File: src/rtl/sync_hs_pkg.sv
// Shared types and limits for the toggle-handshake CDC receiver.
package sync_hs_pkg;

    typedef enum logic {
        IDLE  = 1'b0,
        VALID = 1'b1
    } hs_rx_state_t;

    localparam int HS_MIN_STAGES = 2;

endpackage

File: src/rtl/hs_sync_chain.sv
// Multi-flop level synchronizer for a single asynchronous bit.
module hs_sync_chain #(
    parameter int STAGES = 2
) (
    input  logic clk_i,
    input  logic rst_ni,
    input  logic d_i,
    output logic q_o
);

    // Keep the chain as discrete flops so placement stays tight.
    (* SHREG_EXTRACT = "NO" *)
    logic [STAGES-1:0] sync_q;

    always_ff @(posedge clk_i or negedge rst_ni) begin
        if (!rst_ni) begin
            sync_q <= '0;
        end else begin
            sync_q <= {sync_q[STAGES-2:0], d_i};
        end
    end

    assign q_o = sync_q[STAGES-1];

endmodule

File: src/rtl/sync_hs_rx.sv
// Toggle-request bundled-data CDC receiver with valid/ready output.
// Define SYNC_HS_RX_TIMEOUT_EN to discard words not taken within TIMEOUT cycles.
module sync_hs_rx
    import sync_hs_pkg::*;
#(
    parameter int WIDTH   = 32,
    parameter int STAGES  = 2,
    parameter int TIMEOUT = 1024
) (
    input  logic             clk,
    input  logic             rst_n,
    input  logic             req_tgl,
    input  logic [WIDTH-1:0] data_in,
    output logic             ack_tgl,
    output logic [WIDTH-1:0] dout,
    output logic             valid,
    input  logic             ready,
    output logic             timeout
);

    if (STAGES < HS_MIN_STAGES) begin : g_bad_stages
        $error("sync_hs_rx: STAGES must be at least HS_MIN_STAGES");
    end
    if (TIMEOUT < 1) begin : g_bad_timeout
        $error("sync_hs_rx: TIMEOUT must be positive");
    end

    logic             req_s;
    hs_rx_state_t     state_q;
    logic             req_seen_q;
    logic             valid_q;
    logic             ack_q;
    logic             timeout_q;
    logic [WIDTH-1:0] dout_q;
    logic             pending;
    logic             accept;
    logic             expire;

    hs_sync_chain #(
        .STAGES (STAGES)
    ) u_req_sync (
        .clk_i  (clk),
        .rst_ni (rst_n),
        .d_i    (req_tgl),
        .q_o    (req_s)
    );

    assign pending = (req_s != req_seen_q);
    assign accept  = valid_q & ready;

`ifdef SYNC_HS_RX_TIMEOUT_EN
    localparam int CW = $clog2(TIMEOUT + 1);

    logic [CW-1:0] cnt_q;
    logic [CW-1:0] cnt_d;

    assign cnt_d  = cnt_q + 1'b1;
    assign expire = (state_q == VALID) && !ready && (cnt_d == CW'(TIMEOUT));

    always_ff @(posedge clk or negedge rst_n) begin
        if (!rst_n) begin
            cnt_q <= '0;
        end else if (state_q == IDLE) begin
            cnt_q <= '0;
        end else if (!ready) begin
            cnt_q <= cnt_d;
        end
    end
`else
    assign expire = 1'b0;
`endif

    always_ff @(posedge clk or negedge rst_n) begin
        if (!rst_n) begin
            state_q    <= IDLE;
            req_seen_q <= 1'b0;
            valid_q    <= 1'b0;
            ack_q      <= 1'b0;
            timeout_q  <= 1'b0;
            dout_q     <= '0;
        end else begin
            timeout_q <= 1'b0;
            unique case (state_q)
                IDLE: begin
                    // data_in has been stable since before req_s moved.
                    if (pending) begin
                        dout_q     <= data_in;
                        req_seen_q <= req_s;
                        valid_q    <= 1'b1;
                        state_q    <= VALID;
                    end
                end
                VALID: begin
                    if (accept) begin
                        valid_q <= 1'b0;
                        ack_q   <= ~ack_q;
                        state_q <= IDLE;
                    end else if (expire) begin
                        valid_q   <= 1'b0;
                        ack_q     <= ~ack_q;
                        timeout_q <= 1'b1;
                        state_q   <= IDLE;
                    end
                end
            endcase
        end
    end

    assign ack_tgl = ack_q;
    assign dout    = dout_q;
    assign valid   = valid_q;
    assign timeout = timeout_q;

endmodule

File: config.mk
export PLATFORM = sky130hd
export DESIGN_NAME = sync_hs_rx
export DESIGN_NICKNAME = d
export VERILOG_FILES = /design/src/rtl/sync_hs_pkg.sv /design/src/rtl/hs_sync_chain.sv /design/src/rtl/sync_hs_rx.sv
export SDC_FILE = /design/constraint.sdc
export NUM_CORES = 1
export LEC_CHECK = 0
export CORE_MARGIN = 1
export CORE_UTILIZATION = 40
export CTS_BUF_LIST = sky130_fd_sc_hd__clkbuf_4
export DETAILED_ROUTE_END_ITERATION = 6
export DONT_BUFFER_PORTS = 1
export PLACE_DENSITY = 0.63
export SLEW_MARGIN = 15
export SYNTH_ARGS = -nofsm -noshare
export SYNTH_HDL_FRONTEND = slang
export SYNTH_HIERARCHICAL = 1
export SYNTH_SLANG_ARGS = --single-unit
File: constraint.sdc
create_clock -name clk -period 2.3 [get_ports clk]
set_input_delay 0.46 -clock clk [delete_from_list [all_inputs] [get_ports clk]]
set_output_delay 0.46 -clock clk [all_outputs]
set_load 0.02 [all_outputs]
==> reports/metrics.cfg <==
[min_path]
worst_hold_path_type=primary input to flop
hold_path_depth=0

[clock_network]
post_cts_buffers=0
clock_latency_ps=330
cts-root-buf=clkbuf_4
clk_pin_slew_ps=110
cts_resized=0
cts_tree=built
clock-sinks=38
htreeDepth=2
cts_buffers=5
clockBufferDepth=2
ctsHoldBuffers=2

[finish]
diodes=0
final_nets=127
utilization_pct=45.32
drive_above_1_share_pct=48.91
area_growth_pct=6.911
n_fill_cell=344

[drt]
drc=0
dr.pass1.iters=4
wl_met3_um=335
route.vias.total=690
ant_nets=0
wl_met1_um=913
routed_wl_um=2400
viasPerCell=4.929
topRoutingLayerUsed=met4
routedWlPerCell_um=17.14
drt_iter0_markers=23
wl_met2_um=1108

[pwr]
peakVddDrop_mv=0.6209
p_total_mw=2.789
p_leak_nw=0.7596
powerDensity_nw_per_um2=1656

[timing]
rsz0062_at_grt=no
min_period_ps=1589
fin_skew_ps=6.912
tns_ps=0
hold_viol=0
period_share_pct=69.07
drv_slew=0
finalSetupViolCount=0
fmax_mhz=629.5
layout_setup_ws_ps=711.5

[yosys]
ys_types=15
synth_warnings=6
synth_area_sq_um=1575
synth_top_area_cell=dfrtp_1
syn_inst=85
yosysMostFrequentCell=dfrtp_1
ys_seq_elements=38
synth_commonest_cells=dfrtp_1 (38), mux2_4 (30), buf_12 (3), mux2_2 (3)
synth-edff-count=0
yosysSeqAreaShare_pct=60.37
synth_area_leaders=dfrtp_1 (60%), mux2_4 (29%), buf_12 (3.8%)
synthArstFlopShare_pct=100.0
synth_nets=121
avgSynthCellArea_sq_um=18.53
synth-main-ff-cell=dfrtp_1
synth_top_area_share_pct=60.37

[worst_setup_path]
critPathKind=flop to flop
cp_max_fo=17
slowest_stage=dfrtp_1
cp.depth=4
worstRegToRegCells=4
cpPeakStageDelay_ps=400
crit_arrival_ps=1810
cp-end-kind=flop
crit_family=flip-flops
required_ps=2520
cp-start-kind=flop
crit_chain=xor2_1 -> nor2b_4 -> buf_4 -> mux2_4
critPathBufInv=1

[global_route]
antenna_found_initial=0
grt_pass1_wl_um=3774
grt_max_degree=39
overflow=0
grt_usage_pct=12.59
grt_pass1_vias=732

[die]
die_h_um=64.76
die_x_um=64.76
die_area_sq_um=4193
core_area_sq_um=3716
io_pins=71
initial_core_util_pct=42.39
rows=22

[status]
status=finished clean

[flow_run]
drv_cap=0

[placement]
place_ws_ps=721.2
portBuffers=0
gp_congestion=0.5988
dp_hpwl_um=1645

-- through the flow --
stage | hold WS [ps] | std cells | instance area (sq um)
floorplan | 164.4 | 85 | 1575
global route | 109.8 | 140 | 1684
global placement | 165.2 | 130 | 1572
detailed placement | 165.3 | 130 | 1572
finish | 142.7 | 140 | 1684
CTS | 119.6 | 140 | 1684
-- worst register-to-register path, cell delays in order, from the launching register on --
cell and delay (ps):
dfrtp_1 400, xor2_1 240, nor2b_4 190, buf_4 300, mux2_4 350
-- worst paths after layout --
kind / from / endpoint / slack (ps)
min: req_tgl / u_req_sync/sync_q[0]$_DFF_PN0_ / 140
max in group asynchronous: rst_n / dout[11]$_DFFE_PN0P_ / 1530
max: req_seen_q$_DFFE_PN0P_ / dout[26]$_DFFE_PN0P_ / 710
min in group asynchronous: rst_n / ack_tgl$_DFFE_PN0P_ / 580
min reg2reg: u_req_sync/sync_q[0]$_DFF_PN0_ / u_req_sync/sync_q[1]$_DFF_PN0_ / 360
max reg2reg: req_seen_q$_DFFE_PN0P_ / dout[26]$_DFFE_PN0P_ / 710
-- cells in the final DEF (no fill, tap or decap) --
cell	netlist	layout
nand3_1	1	1
mux2_2	3	3
mux2_4	30	30
nor2_1	1	1
o22ai_1	1	1
o21a_1	1	1
inv_1	1	1
xnor2_1	1	1
xor2_1	1	1
nor2b_4	1	1
buf_12	3	1
conb_1	1	1
buf_4	1	2
clkbuf_4	0	7
bufinv_16	0	1
dlygate4sd3_1	0	1
dfrtp_1	38	38
-- area by class of cell --
class / count / area, sq um / area share (%)
tap: 48 / 60.06 / 3.566
clock inverter: 1 / 30.03 / 1.783
clock buffer: 7 / 52.55 / 3.120
inverter: 1 / 3.754 / 0.2229
timing repair buffer: 4 / 45.04 / 2.675
sequential: 38 / 950.9 / 56.46
multi-input combinational: 41 / 541.8 / 32.17
-- state kept, by name, indices dropped and copies added, names as in the netlist --
name / flops
u_req_sync/sync_q: 2
valid: 1
dout: 32
state_q: 1
req_seen_q: 1
ack_tgl: 1
-- report_power, final --
part | switching, mW | internal (mW) | total (mW)
clock | 0.202 | 0.254 | 0.456
sequential | 0.623 | 0.991 | 1.61
combinational | 0.199 | 0.520 | 0.719
total | 1.02 | 1.77 | 2.79
-- cell families after synthesis --
group           share of synthesized area, %
flops                                  60.37
mux                                    30.74
buf+inv                                5.242
simple gates                           1.429
compound gates                        0.8741
xor+xnor                               1.112
other cells                           0.2381
-- layer usage --
metal	track usage, %	up-vias
met5	0	-
met4	5.833	0
met3	7.394	5
met2	19.40	51
met1	13.80	339
li1	-	295
No activity file was read; power rests on OpenSTA's default activity.
